**src/rtl/batch_ram_sched.sv**
```systemverilog
// Address/strobe scheduler for the quad-segment sample RAM and ping-pong result RAM.
// Optional SCHED_ERR_EN adds a sticky err flag for in_valid pulses closer than min_gap clocks.
module batch_ram_sched #(
  parameter int seg_depth = 114,
  parameter int res_depth = 19,
  parameter int DSR2      = 6,
  parameter int min_gap   = 2,
  localparam int AW = $clog2(4*seg_depth),
  localparam int RW = $clog2(2*res_depth)
) (
  input  logic          clk,
  input  logic          rst,
  input  logic          in_valid,
  output logic          sample_write,
  output logic [AW-1:0] sample_addr_in,
  output logic [AW-1:0] sample_addr_out1,
  output logic [AW-1:0] sample_addr_out2,
  output logic [AW-1:0] sample_addr_out3,
  output logic          res_write_b,
  output logic [RW-1:0] res_addr_in_b,
  output logic [RW-1:0] res_addr_out_b,
  output logic          seg_start,
  output logic          batch_valid,
  output logic          out_valid
`ifdef SCHED_ERR_EN
  ,
  output logic          err
`endif
);

  // sw_q | segment role
  // sw   | being written
  // sw+1 | oldest: forward/delay reads, ascending
  // sw+2 | backward-calc reads, descending
  // sw+3 | newest complete: lookahead reads, descending
  localparam int CW = (seg_depth > 1) ? $clog2(seg_depth) : 1;
  localparam int DW = (res_depth > 1) ? $clog2(res_depth) : 1;
  localparam int SW = (DSR2 > 1) ? $clog2(DSR2) : 1;
  localparam logic [CW-1:0] CNT_LAST = CW'(seg_depth - 1);
  localparam logic [SW-1:0] SUB_LAST = SW'(DSR2 - 1);
  localparam logic [AW-1:0] SEG_D    = AW'(seg_depth);
  localparam logic [RW-1:0] RES_D    = RW'(res_depth);
  localparam logic [RW-1:0] RES_LAST = RW'(res_depth - 1);

  logic [CW-1:0] cnt_q, cnt_d;
  logic [SW-1:0] sub_q, sub_d;
  logic [DW-1:0] div_q, div_d;
  logic [1:0]    sw_q, sw_d;
  logic          h_q, h_d;
  logic [2:0]    fill_q, fill_d;
  logic          sample_write_q, sample_write_d;
  logic [AW-1:0] addr_in_q, addr_in_d, out1_q, out1_d, out2_q, out2_d, out3_q, out3_d;
  logic          res_write_q, res_write_d;
  logic [RW-1:0] res_in_q, res_in_d, res_out_q, res_out_d;
  logic          seg_start_q, seg_start_d;
  logic          batch_valid_q, batch_valid_d;
  logic          out_valid_q, out_valid_d;

  logic [1:0]    sw_p1, sw_p2, sw_p3;
  logic [AW-1:0] cnt_up, cnt_dn;

  always_comb begin
    sw_p1 = sw_q + 2'd1;
    sw_p2 = sw_q + 2'd2;
    sw_p3 = sw_q + 2'd3;
    cnt_up = AW'(cnt_q);
    cnt_dn = AW'(CNT_LAST - cnt_q);

    cnt_d          = cnt_q;
    sub_d          = sub_q;
    div_d          = div_q;
    sw_d           = sw_q;
    h_d            = h_q;
    fill_d         = fill_q;
    sample_write_d = 1'b0;
    res_write_d    = 1'b0;
    seg_start_d    = 1'b0;
    addr_in_d      = addr_in_q;
    out1_d         = out1_q;
    out2_d         = out2_q;
    out3_d         = out3_q;
    res_in_d       = res_in_q;
    res_out_d      = res_out_q;
    batch_valid_d  = batch_valid_q;
    out_valid_d    = out_valid_q;

    if (in_valid) begin
      sample_write_d = 1'b1;
      seg_start_d    = (cnt_q == '0);
      addr_in_d      = AW'(sw_q)  * SEG_D + cnt_up;
      out1_d         = AW'(sw_p3) * SEG_D + cnt_dn;
      out2_d         = AW'(sw_p2) * SEG_D + cnt_dn;
      out3_d         = AW'(sw_p1) * SEG_D + cnt_up;
      res_in_d       = (h_q ? RES_D : '0) + (RES_LAST - RW'(div_q));
      res_out_d      = (h_q ? '0 : RES_D) + RW'(div_q);
      // fill_q counts completed segments, so the flags track the segment now being written
      res_write_d    = (sub_q == SUB_LAST) && (fill_q >= 3'd3);
      batch_valid_d  = batch_valid_q | (fill_q >= 3'd3);
      out_valid_d    = out_valid_q | (fill_q == 3'd4);

      if (cnt_q == CNT_LAST) begin
        cnt_d  = '0;
        sub_d  = '0;
        div_d  = '0;
        sw_d   = sw_p1;
        h_d    = ~h_q;
        fill_d = (fill_q < 3'd4) ? fill_q + 3'd1 : fill_q;
      end else begin
        cnt_d = cnt_q + CW'(1);
        if (sub_q == SUB_LAST) begin
          sub_d = '0;
          div_d = div_q + DW'(1);
        end else begin
          sub_d = sub_q + SW'(1);
        end
      end
    end
  end

  always_ff @(posedge clk or negedge rst) begin
    if (!rst) begin
      cnt_q          <= '0;
      sub_q          <= '0;
      div_q          <= '0;
      sw_q           <= '0;
      h_q            <= 1'b0;
      fill_q         <= '0;
      sample_write_q <= 1'b0;
      addr_in_q      <= '0;
      out1_q         <= '0;
      out2_q         <= '0;
      out3_q         <= '0;
      res_write_q    <= 1'b0;
      res_in_q       <= '0;
      res_out_q      <= '0;
      seg_start_q    <= 1'b0;
      batch_valid_q  <= 1'b0;
      out_valid_q    <= 1'b0;
    end else begin
      cnt_q          <= cnt_d;
      sub_q          <= sub_d;
      div_q          <= div_d;
      sw_q           <= sw_d;
      h_q            <= h_d;
      fill_q         <= fill_d;
      sample_write_q <= sample_write_d;
      addr_in_q      <= addr_in_d;
      out1_q         <= out1_d;
      out2_q         <= out2_d;
      out3_q         <= out3_d;
      res_write_q    <= res_write_d;
      res_in_q       <= res_in_d;
      res_out_q      <= res_out_d;
      seg_start_q    <= seg_start_d;
      batch_valid_q  <= batch_valid_d;
      out_valid_q    <= out_valid_d;
    end
  end

  assign sample_write     = sample_write_q;
  assign sample_addr_in   = addr_in_q;
  assign sample_addr_out1 = out1_q;
  assign sample_addr_out2 = out2_q;
  assign sample_addr_out3 = out3_q;
  assign res_write_b      = res_write_q;
  assign res_addr_in_b    = res_in_q;
  assign res_addr_out_b   = res_out_q;
  assign seg_start        = seg_start_q;
  assign batch_valid      = batch_valid_q;
  assign out_valid        = out_valid_q;

`ifdef SCHED_ERR_EN
  localparam int GW = (min_gap > 0) ? $clog2(min_gap + 1) : 1;
  localparam logic [GW-1:0] GAP_MAX = GW'(min_gap);

  // gap_q = clocks since the previous in_valid, saturating; starts saturated so the first pulse is clean
  logic [GW-1:0] gap_q, gap_d;
  logic          err_q, err_d;

  always_comb begin
    gap_d = gap_q;
    err_d = err_q;
    if (in_valid) begin
      gap_d = GW'(1);
      err_d = err_q | (gap_q < GAP_MAX);
    end else if (gap_q < GAP_MAX) begin
      gap_d = gap_q + GW'(1);
    end
  end

  always_ff @(posedge clk or negedge rst) begin
    if (!rst) begin
      gap_q <= GAP_MAX;
      err_q <= 1'b0;
    end else begin
      gap_q <= gap_d;
      err_q <= err_d;
    end
  end

  assign err = err_q;
`else
  logic unused_cfg;
  assign unused_cfg = (min_gap > 0);
`endif

endmodule

```
**config.mk**
```make
export PLATFORM = sky130hd
export DESIGN_NAME = batch_ram_sched
export DESIGN_NICKNAME = d
export VERILOG_FILES = /design/src/rtl/batch_ram_sched.sv
export SDC_FILE = /design/constraint.sdc
export NUM_CORES = 1
export LEC_CHECK = 0
export BUFFER_PORTS_ARGS = -buffer_cell sky130_fd_sc_hd__buf_2
export CAP_MARGIN = 25
export CORE_MARGIN = 2
export CORE_UTILIZATION = 45
export CTS_BUF_LIST = sky130_fd_sc_hd__clkbuf_16
export CTS_CLUSTER_DIAMETER = 100
export DETAILED_ROUTE_END_ITERATION = 7
export HOLD_SLACK_MARGIN = 0.12
export PLACE_DENSITY_LB_ADDON = 0.08
export SYNTH_ARGS = -nofsm -noshare
export SYNTH_HDL_FRONTEND = slang
export SYNTH_SLANG_ARGS = --single-unit
```
**constraint.sdc**
```tcl
create_clock -name clk -period 2.7 [get_ports clk]
set_input_delay 0.405 -clock clk [delete_from_list [all_inputs] [get_ports clk]]
set_output_delay 0.405 -clock clk [all_outputs]
set_load 0.02 [all_outputs]
```
Word-level counts from Yosys, hierarchy flattened. Cells that the tools add are included.

Register bits: 74. Input port bits: 3. Output and inout bits: 53. Logic and storage cells: 60.

Add/subtract/negate cells: 15. Multiply operators: 4. $lt $le $gt $ge: 2. Equality and inequality tests: 3. Muxes and demuxes: 10. Bitwise gates (word level): 3. Reduce and logical (&&, ||, !) cells: 6.

Operators with widths (number): $mul 2x6->8 const B (4); $mux 5 (4); $add 9x7->9 (2); $add 9x9->9 (2); $sub 7x7->8 const A (1); $add 7x1->7 const B (1); $eq 7x7->1 const B (1); $logic_not 7->1 (1); $mux 7 (1); $add 3x1->3 const B (2); $add 5x5->6 (1); $add 5x6->6 (1); $eq 3x3->1 const B (2); $mux 3 (2); $sub 5x5->6 const A (1); $add 5x1->5 const B (1); $add 2x2->2 const B (2); $reduce_and 2->1 (2); $ge 3x2->1 const B (1); $lt 3x3->1 const B (1); $mux 1 (3); $reduce_and 3->1 (1); $add 2x1->2 const B (1); $or 1x1->1 (2); 3 further kinds (3).

Depth between registers and ports, before layout. Gate-level depths: netlist (run 1).

Word-level depth: 3. Mapped depth: 12. Mapped depth without buffers: 12.

Worst setup path after synthesis (run 1). Ideal clock, no wire load.

Path type: reg-to-reg. Start: reg cnt_q[2]. End: reg out2_q[8] (netlist: sample_addr_out2[8]). Library setup time: 125 ps. Data arrival time: 2789 ps. Data required time: 2575 ps. Setup slack: -214 ps. Cell stages (with the launch flop): 13. Path buffers: 0. Clock period less this slack: 2914 ps. Cells stage by stage: dfrtp_1 > inv_1 > ha_1 > nor2b_1 > nor2b_1 > xnor2_1 > ha_1 > inv_1 > o41ai_4 > a21oi_2 > a2bb2oi_2 > xnor2_1 > mux2_4.

Longest elaborated chain between the ends: 2.

RTL lines: from (decl) (line 45) `logic [CW-1:0] cnt_q, cnt_d;`; from (signal assigned) (line 140) `cnt_q <= cnt_d;`; $sub 7x7->8 (line 67) `cnt_dn = AW'(CNT_LAST - cnt_q);`; $add 9x9->9 (line 92) `out2_d = AW'(sw_p2) * SEG_D + cnt_dn;`; to (signal assigned) (line 149) `out2_q <= out2_d;`; to (decl) (line 52) `logic [AW-1:0] addr_in_q, addr_in_d, out1_q, out1_d, out2_q, out2_d, out3_q, out3_d;`.

No other way between the ends. A chain may end at the register's enable or synchronous reset.

Worst setup path in the final report (run 1). Same ends and word-level chain as after synthesis.

==> metrics.cfg, run 1 <==
[final_layout]
area_growth_pct=19.7
mostFrequentLayoutCells=dfrtp_1 (68), buf_2 (55), ha_1 (40)
final_common_cell=dfrtp_1
fin_nets=514
final_util_pct=54.7
fin_cells=580
n_fill_cell=837
drive_above_1_share_pct=28.8
finish.instance_area_um2=4980
antenna_cells=0

[power]
p_per_area_nw_per_um2=1140
p_leak_nw=2.36
power_mw=5.68
peakVddDrop_mv=0.471

[sta]
holdWs_ns=0.138
fin_skew_ns=0.00559
slew_viol_final=0
worst_pin_slew_ns=0.731
fin_crit_sh_pct=99.7
report.final.hold_viol_count=0
rsz0062_at_grt=yes
setup_tns_ns=0
setup_viol=0
period_needed_ns=2.69
relSlewSlack_pct=51.2
timing.fmax_ghz=0.372
setup_ws_ns=0.00821

[setup_path]
path_cells=inv_2 > ha_4 > nor2b_4 > nor2b_1 > xnor2_1 > ha_1 > inv_2 > o41ai_4 > a21oi_2 > a2bb2oi_2 > xnor2_1 > mux2_4
cpMaxStageDelayCell=o41ai_4
start_kind=flip-flop
max_stage_delay_ns=0.45
crit_required_ns=2.91
worstSetupPathType=flip-flop to flip-flop
endpoint_kind=flip-flop
critPathMaxFanout=5
critPathArrivalTime_ns=2.90

[drt]
via_per_inst=5.13
drc=0
first_pass_iters=4
ant_nets=0
num_vias=2975
routedWlPerCell_um=15.5
routed_wl_mm=8.96
drt-initial-drc-count=159

[logic_synthesis]
synth.cell_area_um2=4160
yosysWarnings=0
synth-main-ff-cell=dfrtp_1
ys_ff_latch=69
syn_inst=395
syn-mean-instance-area_um2=10.5
async_flop_share_pct=100
ys_seq_area_share_pct=41.5
yosysUniqueCellTypes=51
syn-num-nets=445
synth_edf_count=0

[clock_network]
ctsRootBufferMaster=clkbuf_16
cts_tree=yes
numCtsBuffers=9
clock_latency_ns=0.33
htreeDepth=3
clockBufferDepth=2
clkTransAtPathRegs_ns=0.06
cts_sinks=69

[floorplan]
core_um2=9110
io-pin-count=56
fp.dieH_um=100
rows=35
die_w_um=100
die-area_um2=10000
initial_utilization_pct=45.7

[global_routing]
grt_max_degree=40
grt_usage_pct=19.1
grt_pass1_wl_mm=14.9
grt_overflow=0
antenna_found_initial=0
grt_pass1_vias=2994

[flow_run]
maxCapViolCount=0

[placed_design]
place_inst=559
gp_congestion=0.850
dp_worst_setup_slack_ns=0.0207
port-buffer-count=55
place_hpwl_mm=6.45
placement.cell_area_um2=4630

[min_path]
min_path_type=input port to async pin

[run_status]
status=finished, final reports clean

-- Yosys cell counts (6+ instances only) --
| master | count | area (um2) |
|---|---|---|
| a21oi_1 | 23 | 115 |
| a31oi_1 | 7 | 43.8 |
| clkbuf_1 | 10 | 37.5 |
| dfrtp_1 | 69 | 1730 |
| fa_1 | 6 | 120 |
| ha_1 | 41 | 513 |
| inv_1 | 32 | 120 |
| mux2_2 | 20 | 225 |
| nand2_1 | 24 | 90.1 |
| nor2_1 | 26 | 97.6 |
| nor3_1 | 6 | 30.0 |
| o21ai_0 | 22 | 110 |
| o21bai_1 | 8 | 60.1 |
| xnor2_1 | 31 | 272 |
| xor2_1 | 9 | 78.8 |
-- sequential cells by signal (all words and copies together), names as in the netlist, 2 cells and up --
name and count:
cnt_q 7, div_q 5, fill_q 3, res_addr_in_b 5, res_addr_out_b 6, sample_addr_in 9
sample_addr_out1 9, sample_addr_out2 7, sample_addr_out3 7, sub_q 3, sw_q 2
-- where the power goes --
group / total (mW) / internal (mW) / switching (mW)
clock: 1.16 / 0.709 / 0.447
sequential: 1.66 / 1.40 / 0.258
combinational: 2.87 / 1.25 / 1.62
total: 5.68 / 3.36 / 2.32
-- cells by family after synthesis --
kind of cell | count (synthesis) | synth area share [%]
AOI/OAI and AO/OA | 78 | 12.4
xor gates and xnor gates | 42 | 9.38
adders and majority gates | 47 | 15.2
buffers and inverters | 52 | 5.41
DFF | 69 | 41.5
muxes | 24 | 6.52
and+or+nand+nor | 83 | 9.62
-- critical path, delay by kind of cell (launching register included) --
family / cells / cell delay (ns)
buffers and inverters: 2 / 0.15
XOR/XNOR: 2 / 0.26
AO/OA/AOI/OAI: 3 / 0.70
adder cells (fa/ha/maj): 2 / 0.54
flip-flops: 1 / 0.41
AND/OR/NAND/NOR: 2 / 0.26
multiplexers: 1 / 0.26
-- final cells by class --
cell class,instances,area (um2),area share [%]
tap,111,139,2.79
clock buffer,9,225,4.52
timing repair buffer,78,460,9.24
sequential,69,1730,34.7
multi-input combinational,274,2240,45.0
inverter,32,120,2.41
clock inverter,7,67.6,1.36
-- layer usage --
layer | wire, um | up-vias | global-route usage (%) | share of wire, %
li1 | - | 1477 | - | -
met1 | 4200 | 1446 | 24.8 | 47
met2 | 4400 | 42 | 32.3 | 49
met3 | 224 | 10 | 3.06 | 2.5
met4 | 144 | 0 | 7.17 | 1.6
met5 | 0 | - | 0 | 0
-- worst paths after layout --
check                                                 from                              end  slack (ns)  depth (start not counted)
setup / recovery                      cnt_q[2]$_DFFE_PN0P_  sample_addr_out2[8]$_DFFE_PN0P_       0.008                         12
hold / removal                                         rst    sample_addr_in[4]$_DFFE_PN0P_        0.14                          1
setup reg to reg                      cnt_q[2]$_DFFE_PN0P_  sample_addr_out2[8]$_DFFE_PN0P_       0.008                         12
hold reg to reg            sample_addr_out2[6]$_DFFE_PN0P_  sample_addr_out2[6]$_DFFE_PN0P_        0.47                          2
max in group asynchronous                              rst             cnt_q[2]$_DFFE_PN0P_        1.89                          2
min in group clk           sample_addr_out2[6]$_DFFE_PN0P_  sample_addr_out2[6]$_DFFE_PN0P_        0.47                          2
-- repair_timing --
action                                  4_1_cts  5_1_grt
setup buffers                                 0        5
hold buffers                                  0        0
resized for setup                             0        7
endpoints found under the setup margin        0        1
No activity file was read; power rests on OpenSTA's default activity.
==> run 2, diff against run 1 <==
- clock period: 2.7 -> 3 ns (I/O delays scaled with it)
==> run 2 against run 1 <==
Sequential share of layout area up 0.57 points. Via count down 1.2%. Sequential power down 9.6%. First-iteration DRC count down 38%. Largest power group unchanged.
==> metrics.cfg, run 2 (synthesis results as in run 1) <==
[drt]
num_vias=2938
routed_wl_mm=8.61
via_per_inst=5.17
ant_nets=0
drc=0
first_pass_iters=4
drt-initial-drc-count=98
routedWlPerCell_um=15.2

[power]
power_mw=5.10
peakVddDrop_mv=0.409
p_switching_mw=2.03
p_per_area_nw_per_um2=1040
p_leak_nw=2.31
p_seq_share_pct=29.4
p_int_mw=3.07
p_sw_share_pct=39.8
pwr-share-clk_pct=23.5
power_frac_comb_pct=47.1

[clock_network]
cts_hold_buf=0
post_cts_resized=0
cts_sinks=69
htreeDepth=3
clockBufferDepth=2
numCtsBuffers=9
cts_setup_buffers=0
cts_tree=yes
clkTransAtPathRegs_ns=0.06
clock_latency_ns=0.34
ctsRootBufferMaster=clkbuf_16

[sta]
report.final.hold_viol_count=0
relSlewSlack_pct=54.1
period_needed_ns=2.71
fin_skew_ns=0.00756
worst_pin_slew_ns=0.684
timing.fmax_ghz=0.369
rsz0062_at_grt=no
holdWs_ns=0.119
slew_viol_final=0
setup_tns_ns=0
setup_viol=0
fin_crit_sh_pct=90.4

[final_layout]
antenna_cells=0
n_fill_cell=848
area_growth_pct=17.6
fin_nets=502
finish.instance_area_um2=4900
drive_above_1_share_pct=24.5
mostFrequentLayoutCells=dfrtp_1 (69), buf_2 (55), ha_1 (41)
final_common_cell=dfrtp_1
final_util_pct=53.8

[setup_path]
critPathMaxFanout=7
rr_endpoint=sample_addr_out2[8]$_DFFE_PN0P_
endpoint_kind=flip-flop
critPathArrivalTime_ns=2.93
start_kind=flip-flop
ff2ff_path_depth=10
r2r_setup_slack_ns=0.29
crit_required_ns=3.22
r2r-start=sw_q[1]$_DFFE_PN0P_
cp-startpoint=sw_q[1]$_DFFE_PN0P_
worstSetupPathType=flip-flop to flip-flop
crit_end=sample_addr_out2[8]$_DFFE_PN0P_

[global_routing]
grt_overflow=0
grt_pass1_wl_mm=14.3
grt_max_degree=46
antenna_found_initial=0
grt_usage_pct=18.5
grt_pass1_vias=2841

[floorplan]
rows=35
die-area_um2=10000
core_um2=9110
initial_utilization_pct=45.7
fp.dieH_um=100
io-pin-count=56
die_w_um=100

[flow_run]
maxCapViolCount=0

[placed_design]
port-buffer-count=55
gp_congestion=0.846
placement.cell_area_um2=4570
place_hpwl_mm=6.33

[min_path]
min_path_type=input port to async pin

[run_status]
status=finished, final reports clean

## run 2: critical path: stages, from the launching register on
cell and delay (ns):
dfrtp_1 0.49, inv_1 0.21, ha_1 0.35, inv_1 0.07, ha_1 0.33, inv_1 0.09
o41ai_4 0.43, a211oi_2 0.13, a2bb2oi_2 0.16, xnor2_1 0.07, mux2_4 0.25
## run 2: power groups by stage
stage	logic, mW	registers [mW]	clock network, mW
detailed placement	2.42	1.52	0
global route	2.68	1.54	1.27
finish	2.41	1.50	1.20
CTS	2.43	1.50	1.22
global placement	2.41	1.51	0
floorplan	1.48	1.79	0
## run 2: per-layer routing
| metal | part of all wire, % | track usage (%) | up-vias | routed length [um] |
|---|---|---|---|---|
| met5 | 0 | 0 | - | 0 |
| met4 | 1.6 | 7.27 | 0 | 141 |
| met3 | 3.4 | 3.55 | 9 | 293 |
| met2 | 46 | 29.5 | 56 | 3990 |
| met1 | 49 | 25.1 | 1416 | 4180 |
| li1 | - | - | 1457 | - |
## run 2: worst min path at each step
stage	slack, ns	startpoint	to	depth (start not counted)
floorplan	0.15	rst	batch_valid$_DFFE_PN0P_	0
global placement	0.46	out_valid$_DFFE_PN0P_	out_valid$_DFFE_PN0P_	1
detailed placement	0.45	out_valid$_DFFE_PN0P_	out_valid$_DFFE_PN0P_	1
CTS	0.14	rst	sample_addr_in[4]$_DFFE_PN0P_	1
global route	0.15	rst	sample_addr_in[4]$_DFFE_PN0P_	1
finish	0.12	rst	sample_addr_in[4]$_DFFE_PN0P_	1
## run 2: layout make-up
cell class,instances,area [um2],area share [%]
multi-input cells,274,2210,45.2
repair buffers,66,370,7.56
clock buffers,9,225,4.60
inverters,32,120,2.45
clock inverters,7,105,2.15
well taps,111,139,2.84
flip-flops and latches,69,1730,35.2
## run 2: through the flow
stage | worst slack, ns | instances
floorplan | 0.0862 | 395
global placement | 0.369 | 552
detailed placement | 0.290 | 552
CTS | 0.286 | 568
global route | 0.0667 | 568
finish | 0.288 | 568
